===== config.mk =====
export PLATFORM = sky130hd
export DESIGN_NAME = dzcpu_useq
export DESIGN_NICKNAME = d
export VERILOG_FILES = /design/src/rtl/dzcpu_useq_pkg.sv /design/src/rtl/dzcpu_uflow_decode.sv /design/src/rtl/dzcpu_useq.sv
export SDC_FILE = /design/constraint.sdc
export NUM_CORES = 1
export LEC_CHECK = 0
export ABC_AREA = 1
export BUFFER_PORTS_ARGS = -buffer_cell sky130_fd_sc_hd__buf_2
export CORE_ASPECT_RATIO = 0.9
export CORE_MARGIN = 2
export CORE_UTILIZATION = 40
export CTS_CLUSTER_SIZE = 24
export DETAILED_ROUTE_END_ITERATION = 10
export GPL_ROUTABILITY_DRIVEN = 0
export PLACE_DENSITY_LB_ADDON = 0.1
export SLEW_MARGIN = 20
export SYNTH_ARGS = -nofsm -noshare
export SYNTH_HDL_FRONTEND = slang
export SYNTH_SLANG_ARGS = --single-unit

===== constraint.sdc =====
create_clock -name iClock -period 1.7 [get_ports iClock]
set_input_delay 0.255 -clock iClock [delete_from_list [all_inputs] [get_ports iClock]]
set_output_delay 0.255 -clock iClock [all_outputs]
set_load 0.005 [all_outputs]

===== src/rtl/dzcpu_useq_pkg.sv =====
// Shared constants for the dzcpu microcode sequencer: uop field layout, flow codes, FSM states.
package dzcpu_useq_pkg;

  localparam int FLOW_W = 3;
  localparam int OP_W   = 4;

  localparam logic [FLOW_W-1:0] FLOW_OP        = 3'd0;
  localparam logic [FLOW_W-1:0] FLOW_INC       = 3'd1;
  localparam logic [FLOW_W-1:0] FLOW_EOF       = 3'd2;
  localparam logic [FLOW_W-1:0] FLOW_INC_EOF   = 3'd3;
  localparam logic [FLOW_W-1:0] FLOW_INC_EOF_Z = 3'd4;

  localparam logic [OP_W-1:0] OP_NOP = 4'h0;
  localparam logic [OP_W-1:0] OP_JCB = 4'hA;

  typedef enum logic [1:0] {
    S_FETCH       = 2'd0,
    S_DISPATCH    = 2'd1,
    S_EXEC        = 2'd2,
    S_CB_DISPATCH = 2'd3
  } useq_state_e;

  // Builds a 12-bit uop with the flow and op fields in place and zeroed payload bits.
  function automatic logic [11:0] mk_uop(input logic [FLOW_W-1:0] flow, input logic [OP_W-1:0] op);
    return {flow, op, 5'b0};
  endfunction

endpackage


===== src/rtl/dzcpu_uflow_decode.sv =====
// Combinational decode of a uop's flow/op fields into sequencing controls.
module dzcpu_uflow_decode
  import dzcpu_useq_pkg::*;
(
  input  logic [FLOW_W-1:0] i_flow,
  input  logic [OP_W-1:0]   i_op,
  input  logic              i_flag_z,
  output logic              o_adv,
  output logic              o_pcinc,
  output logic              o_eof,
  output logic              o_jcb
);

  always_comb begin
    o_adv   = 1'b0;
    o_pcinc = 1'b0;
    o_eof   = 1'b0;
    o_jcb   = (i_op == OP_JCB);
    case (i_flow)
      FLOW_INC: begin
        o_pcinc = 1'b1;
        o_adv   = 1'b1;
      end
      FLOW_EOF: begin
        o_eof = 1'b1;
      end
      FLOW_INC_EOF: begin
        o_pcinc = 1'b1;
        o_eof   = 1'b1;
      end
      FLOW_INC_EOF_Z: begin
        o_pcinc = 1'b1;
        o_eof   = i_flag_z;
        o_adv   = ~i_flag_z;
      end
      // FLOW_OP and unassigned codes simply advance
      default: begin
        o_adv = 1'b1;
      end
    endcase
  end

endmodule


===== src/rtl/dzcpu_useq.sv =====
// dzcpu microcode sequencer: opcode fetch, LUT dispatch (normal and CB), micro-PC stepping.
module dzcpu_useq
  import dzcpu_useq_pkg::*;
#(
  parameter int                   UADDR_W   = 8,
  parameter int                   UOP_W     = 12,
  parameter logic [UADDR_W-1:0]   IRQ_UADDR = 8'hF0
) (
  input  logic               iClock,
  input  logic               iReset,
  input  logic [7:0]         iMop,
  input  logic               iMemReady,
  input  logic               iStall,
  input  logic               iFlagZ,
  input  logic               iIrqReq,
  input  logic [UOP_W-1:0]   iUop,
  input  logic [UADDR_W-1:0] iFlowIdx,
  input  logic [UADDR_W-1:0] iCbFlowIdx,
  output logic [7:0]         oMop,
  output logic [UADDR_W-1:0] oUopAddr,
  output logic               oUopValid,
  output logic               oPcInc,
  output logic               oFetch,
  output logic               oCbMode,
  output logic               oIrqAck,
  output logic               oIllegal
);

  useq_state_e        r_state, r_state_next;
  logic [UADDR_W-1:0] r_upc, r_upc_next;
  logic [7:0]         r_mop, r_mop_next;
  logic               r_cb_mode, r_cb_mode_next;

  logic [FLOW_W-1:0]  w_flow;
  logic [OP_W-1:0]    w_op;
  logic               w_adv, w_pcinc, w_eof, w_jcb;
  logic               w_upc_last;
  logic               w_exec_go;
  logic               w_uop_valid, w_pc_inc, w_fetch, w_irq_ack, w_illegal;
  logic               w_unused_payload;

  assign w_flow     = iUop[UOP_W-1 -: FLOW_W];
  assign w_op       = iUop[UOP_W-4 -: OP_W];
  assign w_upc_last = &r_upc;
  // Payload bits belong to the datapath; the sequencer only looks at flow/op.
  assign w_unused_payload = &{1'b0, iUop[UOP_W-FLOW_W-OP_W-1:0]};

  dzcpu_uflow_decode u_decode (
    .i_flow   (w_flow),
    .i_op     (w_op),
    .i_flag_z (iFlagZ),
    .o_adv    (w_adv),
    .o_pcinc  (w_pcinc),
    .o_eof    (w_eof),
    .o_jcb    (w_jcb)
  );

  // A jcb without the CB byte available behaves exactly like a stall.
  assign w_exec_go = ~iStall & ~(w_jcb & ~iMemReady);

  always_ff @(posedge iClock or posedge iReset) begin
    if (iReset) begin
      r_state   <= S_FETCH;
      r_upc     <= '0;
      r_mop     <= 8'h00;
      r_cb_mode <= 1'b0;
    end else begin
      r_state   <= r_state_next;
      r_upc     <= r_upc_next;
      r_mop     <= r_mop_next;
      r_cb_mode <= r_cb_mode_next;
    end
  end

  always_comb begin
    r_state_next   = r_state;
    r_upc_next     = r_upc;
    r_mop_next     = r_mop;
    r_cb_mode_next = r_cb_mode;
    w_uop_valid    = 1'b0;
    w_pc_inc       = 1'b0;
    w_fetch        = 1'b0;
    w_irq_ack      = 1'b0;
    w_illegal      = 1'b0;

    case (r_state)
      S_FETCH: begin
        r_cb_mode_next = 1'b0;
        if (iIrqReq) begin
          w_irq_ack    = 1'b1;
          r_upc_next   = IRQ_UADDR;
          r_state_next = S_EXEC;
        end else begin
          w_fetch = 1'b1;
          if (iMemReady) begin
            r_mop_next   = iMop;
            r_state_next = S_DISPATCH;
          end
        end
      end

      S_DISPATCH: begin
        r_upc_next   = iFlowIdx;
        r_state_next = S_EXEC;
      end

      S_EXEC: begin
        if (w_exec_go) begin
          w_uop_valid = 1'b1;
          w_pc_inc    = w_pcinc;
          if (w_jcb) begin
            r_mop_next     = iMop;
            r_cb_mode_next = 1'b1;
            r_state_next   = S_CB_DISPATCH;
          end else if (w_eof) begin
            r_cb_mode_next = 1'b0;
            r_state_next   = S_FETCH;
          end else if (w_adv) begin
            if (w_upc_last) begin
              w_illegal      = 1'b1;
              r_upc_next     = '0;
              r_cb_mode_next = 1'b0;
              r_state_next   = S_FETCH;
            end else begin
              r_upc_next = r_upc + 1'b1;
            end
          end
        end
      end

      S_CB_DISPATCH: begin
        if (iCbFlowIdx != '0) begin
          r_upc_next   = iCbFlowIdx;
          r_state_next = S_EXEC;
        end else begin
          w_illegal      = 1'b1;
          r_cb_mode_next = 1'b0;
          r_state_next   = S_FETCH;
        end
      end

      default: begin
        r_state_next = S_FETCH;
      end
    endcase
  end

  // Strobes drop the instant reset asserts, not at the next edge.
  assign oUopValid = w_uop_valid & ~iReset;
  assign oPcInc    = w_pc_inc    & ~iReset;
  assign oFetch    = w_fetch     & ~iReset;
  assign oIrqAck   = w_irq_ack   & ~iReset;
  assign oIllegal  = w_illegal   & ~iReset;

  assign oMop     = r_mop;
  assign oUopAddr = r_upc;
  assign oCbMode  = r_cb_mode;

endmodule


==> summary.txt, run 1 <==
Timing
  – RSZ-0062 raised after global routing: true
  – Max Slew Vio Count: 0
  – Final period utilization: approximately 100%
  – Setup violators final: 0
  – Max_slew headroom: 79.75%
  – FMAX: a little over 600 MHz
  – WHS: 0.06709 ns
  – Slew @ Worst Pin: about 0.30 ns
  – Min Tclk post-route: 1.655 ns
  – Final worst slack: 0.04537 ns
  – Layout Skew: 0.001265 ns
  – Final hold viol count: 0
  – Setup TNS: 0 ns

Cells and area
  – Most frequent cells in the layout: 95 x nand2_1, 58 x buf_2, 20 x nor2_1
  – Layout cell share with drive strength beyond 1: between 30% and 40%
  – Diodes inserted: 0
  – Nets: 331
  – Commonest non-fill, non-tap cell in the layout: nand2_1
  – Area growth syn-to-layout: 41.14%
  – Fin area: 1893 um2

Synth
  – Yosys reg bits: 19
  – Ys async rst share: 100.0%
  – Register area share after synthesis: 35.45%
  – Netlist cell types: 23
  – Post-Synthesis Cells: 211
  – Synth Flop Type: dfrtp_1
  – EDFF count, synth: 0
  – Syn Area/Cell: 6.357 um2
  – Yosys warning count: 0
  – Cell Area, Synth: 1341 um2
  – Syn_nets: about 250

Clocking
  – CTS Root Cell: clkbuf_8
  – H-tree depth: 1
  – Skew-Pair Late Insertion Delay: ~0.25 ns
  – # hold bufs at CTS: 0
  – Clk pin slew, worst setup/hold paths: 0.07 ns
  – TritonCTS clock tree: done
  – CTS buffer count: 3
  – CTS Buffer Depth: 2
  – TritonCTS Sinks: 19

GRT
  – First-pass GRT wire length: 5878 um
  – Largest net degree at the start of global routing: 20
  – GRT Total Usage: 19.61%
  – GRT overflow: 0
  – Vias in the first global route: 1411
  – Antenna violations before repair: 0

Place
  – Placed cell area: between 1500 and 2000 um2
  – Input/output buffers: 58
  – Place WS: 0.1552 ns
  – Post-DP HPWL: 2721 um

Route
  – Remaining DRCs: 0
  – WL final: approximately 3500 um
  – Wire per inst: around 11 um
  – Via Count: 1480
  – DR vias/cell: 4.498
  – Drt first-iter violations: 65
  – DRT antenna net count: 0
  – Drt pass-1 iters: 4

Floorplanning
  – Starting Density: a little over two fifths
  – Rows: 19
  – I/O pins: 64
  – Core area: around 3100 um2
  – Die area: 3833 um2
  – Die Wd: 65.04 um
  – Die extent in y: 58.94 um

Power and ir drop
  – PD cells: 1457 nW/um2
  – LEAKAGE: 1.127 nW
  – Pwr Total: approximately 2.8 mW
  – Peak VDD IR: roughly 0.7 mV

Critical path
  – CP required: 1.44 ns
  – Setup CP Type: reg2out
  – Worst Path Max Fanout: 3
  – CP Launch Type: flip-flop
  – WP data arrival: 1.40 ns
  – CP endpoint kind: primary output

Outcome
  – Outcome: finished clean

Flow run
  – MaxCap Viol Count: 0

Min path
  – Worst hold-check path type: in2async
==> flip-flops by register name, indices dropped and copies added, names as in the netlist <==
name / cells
oMop: 8
oUopAddr: 8
r_state: 2
oCbMode: 1
==> worst max-delay path: stages (launching register included) <==
cell and delay [ns]:
dfrtp_1 0.40, ha_4 0.16, nand2_4 0.06, nor2_4 0.10, nand2_2 0.06, nor2_2 0.08
nand2_1 0.05, a21oi_1 0.11, buf_2 0.12
==> per-stage QoR <==
stage | instances | util [%]
6_report | 329 | 60.33
5_1_grt | 329 | 60.33
4_1_cts | 324 | 57.62
3_3_place_gp | 313 | 54.03
2_1_floorplan | 211 | -
3_5_place_dp | 313 | 54.03
==> Yosys cell counts, types with 2 or more instances <==
cell type,instances,share of area (%)
a21oi_1,7,2.6
dfrtp_1,19,35
inv_1,20,5.6
inv_2,2,0.56
nand2_1,97,27
nand3_1,18,6.7
nor2_1,24,6.7
nor2_2,3,1.4
nor2_8,2,3.0
nor3_1,2,0.75
o21ai_0,5,1.9
==> cell families after synthesis <==
kind of cell / share of synthesized area, %
and+or+nand+nor: 49.07
buffers and inverters: 8.116
DFF: 35.45
AOI/OAI and AO/OA: 5.037
xor gates and xnor gates: 0.6531
muxes: 0.7463
adders and majority gates: 0.9327
==> what timing repair did <==
item	4_1_cts	5_1_grt
setup endpoints to repair	4	4
buffers inserted	7	5
pin swaps	4	3
gates resized for setup	6	13
==> report_power, final <==
| group | internal (mW) | total, mW | switching [mW] | leakage [nW] |
|---|---|---|---|---|
| Clock | 0.163 | 0.311 | 0.149 | 0.0255 |
| Sequential | 0.651 | 0.815 | 0.163 | 0.237 |
| Combinational | 0.717 | 1.63 | 0.914 | 0.864 |
==> area by class of cell <==
type | count | area (um2)
Tap cell | 42 | 52.55
Fill cell | 357 | 1245
Multi-Input combinational cell | 167 | 814.5
Sequential cell | 19 | 476.7
Clock buffer | 3 | 41.29
Inverter | 24 | 100.1
Clock inverter | 1 | 5.005
Timing Repair Buffer | 73 | 402.9
==> per-layer routing <==
layer / global-route usage [%] / up-vias / wire, um
li1: - / 801 / -
met5: 0 / - / 0
met3: 4.589 / 2 / 200
met4: 2.679 / 0 / 18
met2: 35.94 / 36 / 1718
met1: 24.25 / 641 / 1519
==> final timing paths <==
path,end,slack (ns),from,cells after the start
max,oIllegal,0.05,oUopAddr[1]$_DFFE_PP0P_,8
min,oMop[5]$_DFFE_PP0P_,0.07,iReset,3
max reg2reg,oUopAddr[4]$_DFFE_PP0P_,0.20,oUopAddr[0]$_DFFE_PP0P_,10
min reg2reg,oMop[4]$_DFFE_PP0P_,0.48,oMop[4]$_DFFE_PP0P_,2
max in group asynchronous,r_state[0]$_DFFE_PP0P_,1.41,iReset,3
min in group iClock,oMop[0]$_DFFE_PP0P_,0.19,iMop[0],3
Power figures use the tool's default switching activity.
==> run 2: changes to the inputs <==
==> constraint.sdc (replaced) <==
create_clock -name iClock -period 1.7 [get_ports iClock]
set_input_delay 0.425 -clock iClock [delete_from_list [all_inputs] [get_ports iClock]]
set_output_delay 0.425 -clock iClock [all_outputs]
set_load 0.005 [all_outputs]
==> run 2 against run 1 <==
Against the previous run: the flow now finishes with violations (negative setup slack); non-clock buffer count is 9 higher; largest power group unchanged; register-to-register slack got worse by 0.06 ns; clock power up 6%; power up 3.7%; sequential cell count did not move; worst setup slack worse by 0.22 ns; combinational power increased by 6%; routed wire length is 4.5% higher; critical path type unchanged.
==> summary.txt, run 2 (same netlist as run 1, synthesis figures left out) <==
Floorplanning
  – Starting Density: 42.74%
  – Die area: 3833 um2
  – Rows: 19
  – I/O pins: 64
  – Die Wd: 65.04 um
  – Die extent in y: 58.94 um
  – Core area: roughly 3100 um2

Critical path
  – CP Launch Type: flip-flop
  – Critical Path Start: oUopAddr[1]$_DFFE_PP0P_
  – Setup crit end: oIllegal
  – CP required: about 1.3 ns
  – Setup CP Type: reg2out
  – Crit Reg-Reg Startpoint: r_state[0]$_DFFE_PP0P_
  – CP endpoint kind: primary output
  – WP data arrival: roughly 1.5 ns
  – Worst Path Max Fanout: 2
  – Reg-to-Reg End: oUopAddr[7]$_DFFE_PP0P_
  – Worst Reg-to-Reg Cells: 9
  – Reg2Reg Setup Slack: between 0.1 and 0.15 ns

GRT
  – Largest net degree at the start of global routing: 20
  – GRT overflow: 0
  – Antenna violations before repair: 0
  – GRT Total Usage: 20.18%
  – Vias in the first global route: 1395
  – First-pass GRT wire length: 5920 um

Clocking
  – CTS Buffer Depth: 2
  – CTS buffer count: 3
  – # hold bufs at CTS: 0
  – TritonCTS Sinks: 19
  – CTS Root Cell: clkbuf_8
  – Clk pin slew, worst setup/hold paths: 0.08 ns
  – H-tree depth: 1
  – Skew-Pair Late Insertion Delay: ~0.26 ns
  – TritonCTS clock tree: done

Route
  – Drt first-iter violations: 75
  – Wire per inst: 10.69 um
  – Met1 WL: roughly 1600 um
  – Remaining DRCs: 0
  – Drt pass-1 iters: 4
  – Via Count: 1525
  – DR vias/cell: 4.512
  – WL final: 3613 um
  – Met2 routed WL: 1859 um
  – Routed met3 length: 151 um
  – DRT antenna net count: 0
  – Highest metal used: met4

Outcome
  – Outcome: finished, violations left
  – Violated checks: negative setup slack

Place
  – Place WS: 0.006856 ns
  – Post-DP HPWL: 2785 um
  – Input/output buffers: 58

Cells and area
  – Most frequent cells in the layout: 95 x nand2_1, 58 x buf_2, 23 x buf_4
  – Area growth syn-to-layout: 45.71%
  – Layout cell share with drive strength beyond 1: 37.50%
  – Util after Layout: 62.28%
  – Nets: 340
  – Diodes inserted: 0
  – Commonest non-fill, non-tap cell in the layout: nand2_1

Timing
  – Final period utilization: 110.0%
  – Final hold viol count: 0
  – WHS: 0.2265 ns
  – Min Tclk post-route: 1.870 ns
  – Layout Skew: 0.001766 ns
  – Slew @ Worst Pin: 0.3125 ns
  – RSZ-0062 raised after global routing: true
  – FMAX: 534.8 MHz
  – Setup TNS: -0.2405 ns
  – Final worst slack: -0.1700 ns
  – Setup violators final: 4
  – Max_slew headroom: between 70 and 80%
  – Max Slew Vio Count: 0

Power and ir drop
  – Peak VDD IR: ~0.96 mV
  – LEAKAGE: 1.158 nW
  – PD cells: 1463 nW/um2
  – Pwr Total: 2.859 mW

Min path
  – Worst hold-check path type: in2async

Flow run
  – MaxCap Viol Count: 0
[run 2: how the worst min path moves through the flow]
stage,start,end,slack [ns],depth (start not counted)
finish,iReset,oCbMode$_DFFE_PP0P_,0.23,3
global route,iReset,oMop[5]$_DFFE_PP0P_,0.25,3
CTS,iReset,oCbMode$_DFFE_PP0P_,0.23,3
detailed placement,oMop[0]$_DFFE_PP0P_,oMop[0]$_DFFE_PP0P_,0.46,2
global placement,oMop[4]$_DFFE_PP0P_,oMop[4]$_DFFE_PP0P_,0.46,2
floorplan,iReset,oCbMode$_DFFE_PP0P_,0.38,1
[run 2: metal layers]
layer	global-route usage [%]	up-vias
li1	-	820
met5	0	-
met4	3.571	0
met2	36.38	32
met1	25.42	668
met3	4.207	5
[run 2: critical path, cell delays in order (launching register included)]
cell	delay (ns)
dfrtp_1	0.37
ha_2	0.19
nand2_2	0.07
nor2_4	0.11
nand2_2	0.07
nor2_2	0.10
nand2_1	0.05
a21oi_1	0.11
buf_2	0.12
[run 2: report_power, final]
group / switching (mW) / total, mW / internal [mW] / leakage, nW
Clock: 0.164 / 0.330 / 0.166 / 0.0217
Sequential: 0.147 / 0.798 / 0.651 / 0.237
Combinational: 0.955 / 1.73 / 0.775 / 0.899
[run 2: stage by stage]
step           instances  cell area (um2)
4_1_cts              335             1917
3_5_place_dp         323             1770
3_3_place_gp         323             1770
5_1_grt              338             1954
6_report             338             1954
2_1_floorplan        211             1341
[run 2: layout make-up]
class / instances / area [um2]
flip-flops and latches: 19 / 476.7
repair buffers: 82 / 474.2
clock inverters: 1 / 7.507
well taps: 42 / 52.55
clock buffers: 3 / 41.29
inverters: 24 / 97.59
fillers: 330 / 1184
multi-input cells: 167 / 804.5
[run 2: what timing repair did]
| action | CTS | global route |
|---|---|---|
| setup endpoints to repair | 5 | 8 |
| buffers inserted | 8 | 3 |
| pin swaps | 3 | 7 |
| resized for setup | 13 | 4 |
==> run 3: changes to the inputs <==
Settings changed: PLACE_DENSITY from default to 0.71, PLACE_DENSITY_LB_ADDON 0.1 to default, TNS_END_PERCENT from default to 5.
==> run 3 against run 2 <==
Against the previous run: the run still ends with negative setup slack left; first-iteration DRC count up 13%; power decreased by 6.9%; routed wire length fell by 0.61%; final cell count decreased by 2.7%; design area is 4.5% lower; critical endpoint unchanged.
==> summary.txt, run 3 (same netlist as run 1, synthesis figures left out) <==
Cells and area
  – Nets: 331
  – Final Instance Count excl. Fillers: 329
  – Layout cell share with drive strength beyond 1: about a third
  – Most frequent cells in the layout: 95 x nand2_1, 58 x buf_2, 21 x nor2_1
  – Commonest non-fill, non-tap cell in the layout: nand2_1
  – Diodes inserted: 0
  – Fin area: 1866 um2
  – Area growth syn-to-layout: 39.09%
  – Fill count: 324

Clocking
  – TritonCTS clock tree: done
  – Skew-Pair Late Insertion Delay: between 0.2 and 0.3 ns
  – H-tree depth: 1
  – CTS Root Cell: clkbuf_8
  – Clk pin slew, worst setup/hold paths: 0.08 ns
  – CTS Buffer Depth: 2
  – CTS buffer count: 3
  – # hold bufs at CTS: 0
  – TritonCTS Sinks: 19

Timing
  – FMAX: about 540 MHz
  – Layout Skew: 0.001924 ns
  – Setup TNS: -0.3001 ns
  – Max_slew headroom: between 70% and 80%
  – Max Slew Vio Count: 0
  – Min Tclk post-route: roughly 1.8 ns
  – Setup violators final: 4
  – Final period utilization: 108.7%
  – Final worst slack: -0.1481 ns
  – Slew @ Worst Pin: 0.3000 ns
  – RSZ-0062 raised after global routing: true
  – Final hold viol count: 0

GRT
  – Vias in the first global route: 1369
  – First-pass GRT wire length: 5968 um
  – Largest net degree at the start of global routing: 20
  – GRT Total Usage: 20.23%
  – GRT overflow: 0
  – Antenna violations before repair: 0

Place
  – Placed cell area: 1778 um2
  – Input/output buffers: 58
  – Post-DP HPWL: 2812 um
  – Place WS: 0.05182 ns
  – Cells after DPL: 324

Min path
  – Worst hold-check path type: in2async

Floorplanning
  – Core area: 3138 um2
  – Die extent in y: between 50 and 60 um
  – Die Wd: between 60 and 70 um
  – Rows: 19
  – Starting Density: a little over two fifths
  – Die area: 3833 um2
  – I/O pins: 64

Route
  – DRT antenna net count: 0
  – Drt pass-1 iters: 4
  – DR vias/cell: 4.608
  – Via Count: 1516
  – Remaining DRCs: 0
  – Drt first-iter violations: 85
  – WL final: 3591 um
  – Wire per inst: 10.91 um

Critical path
  – CP required: 1.27 ns
  – Worst Reg-to-Reg Cells: 8
  – Setup CP Type: reg2out
  – CP Launch Type: flip-flop
  – Worst Path Max Fanout: 2
  – WP data arrival: 1.42 ns
  – CP endpoint kind: primary output

Flow run
  – MaxCap Viol Count: 0

Power and ir drop
  – Sw Share: 45.43%
  – Switching power: ~1.2 mW
  – Internal cell power: between 1 and 1.5 mW
  – Comb pwr share: between 50 and 60%
  – PD cells: 1426 nW/um2
  – Pwr Total: between 2 and 3 mW
  – LEAKAGE: 1.110 nW
  – Clock network power share: 12.5%
  – Sequential Power Share: 30.0%
  – Peak VDD IR: approximately 0.79 mV

Outcome
  – Outcome: finished, violations left
  – Violated checks: negative setup slack
==> run 3: changes by cell type in the layout (fill, tap and decap cells not counted), sizes merged <==
cell and change:
buf -9
==> run 3: per-stage QoR <==
step / hold slack [ns] / utilization, %
6_report: 0.2182 / 59.45
5_1_grt: 0.2535 / 59.45
4_1_cts: 0.2310 / 59.21
3_5_place_dp: 0.4669 / 56.66
3_3_place_gp: 0.4600 / 56.66
2_1_floorplan: 0.3761 / -
==> run 3: cell type report <==
class / count / area (um2) / area share, %
Sequential cell: 19 / 476.7 / 25.55
Tap cell: 42 / 52.55 / 2.817
Multi-Input combinational cell: 167 / 787.0 / 42.19
Inverter: 24 / 97.59 / 5.231
Clock buffer: 3 / 41.29 / 2.213
Clock inverter: 1 / 7.507 / 0.4024
Timing Repair Buffer: 73 / 402.9 / 21.60
==> run 3: path summary, 6_finish.rpt <==
| check | from | endpoint | slack, ns |
|---|---|---|---|
| hold reg to reg | oCbMode$_DFFE_PP0P_ | oCbMode$_DFFE_PP0P_ | 0.48 |
| hold / removal | iReset | oMop[3]$_DFFE_PP0P_ | 0.22 |
| setup / recovery | oUopAddr[0]$_DFFE_PP0P_ | oIllegal | -0.15 |
| setup reg to reg | r_state[0]$_DFFE_PP0P_ | oUopAddr[1]$_DFFE_PP0P_ | 0.13 |
| max in group asynchronous | iReset | r_state[0]$_DFFE_PP0P_ | 1.26 |
| min in group iClock | iMop[3] | oMop[3]$_DFFE_PP0P_ | 0.35 |
==> run 3: timing repair <==
action                                  CTS  global route
endpoints found under the setup margin    4             4
gates resized for setup                   9             2
gates cloned                              0             0
pin swaps                                 4             2
buffers inserted                          1             0
==> run 3: routing by layer <==
layer  vias up  track usage, %  share of wire [%]  wire [um]
met5         -               0                  0          0
met4         0           2.679               0.47         17
met3         2           4.589                5.4        195
met2        46           36.23                 48       1706
met1       664           25.88                 47       1672
li1        804               -                  -          -
==> run 3: power groups by stage <==
stage	combinational, mW	sequential [mW]	clock (mW)
2_1_floorplan	0.924	0.810	0
3_3_place_gp	1.45	0.797	0
3_5_place_dp	1.48	0.792	0
4_1_cts	1.53	0.798	0.331
5_1_grt	1.74	0.824	0.353
6_report	1.53	0.798	0.331
==> run 3: critical path, cell delays in order, from the launching register on <==
cell	delay, ns
dfrtp_1	0.35
ha_2	0.19
nand2_2	0.08
nor2_4	0.11
nand2_2	0.06
nor2_1	0.10
nand2_1	0.05
a21oi_1	0.10
buf_2	0.12
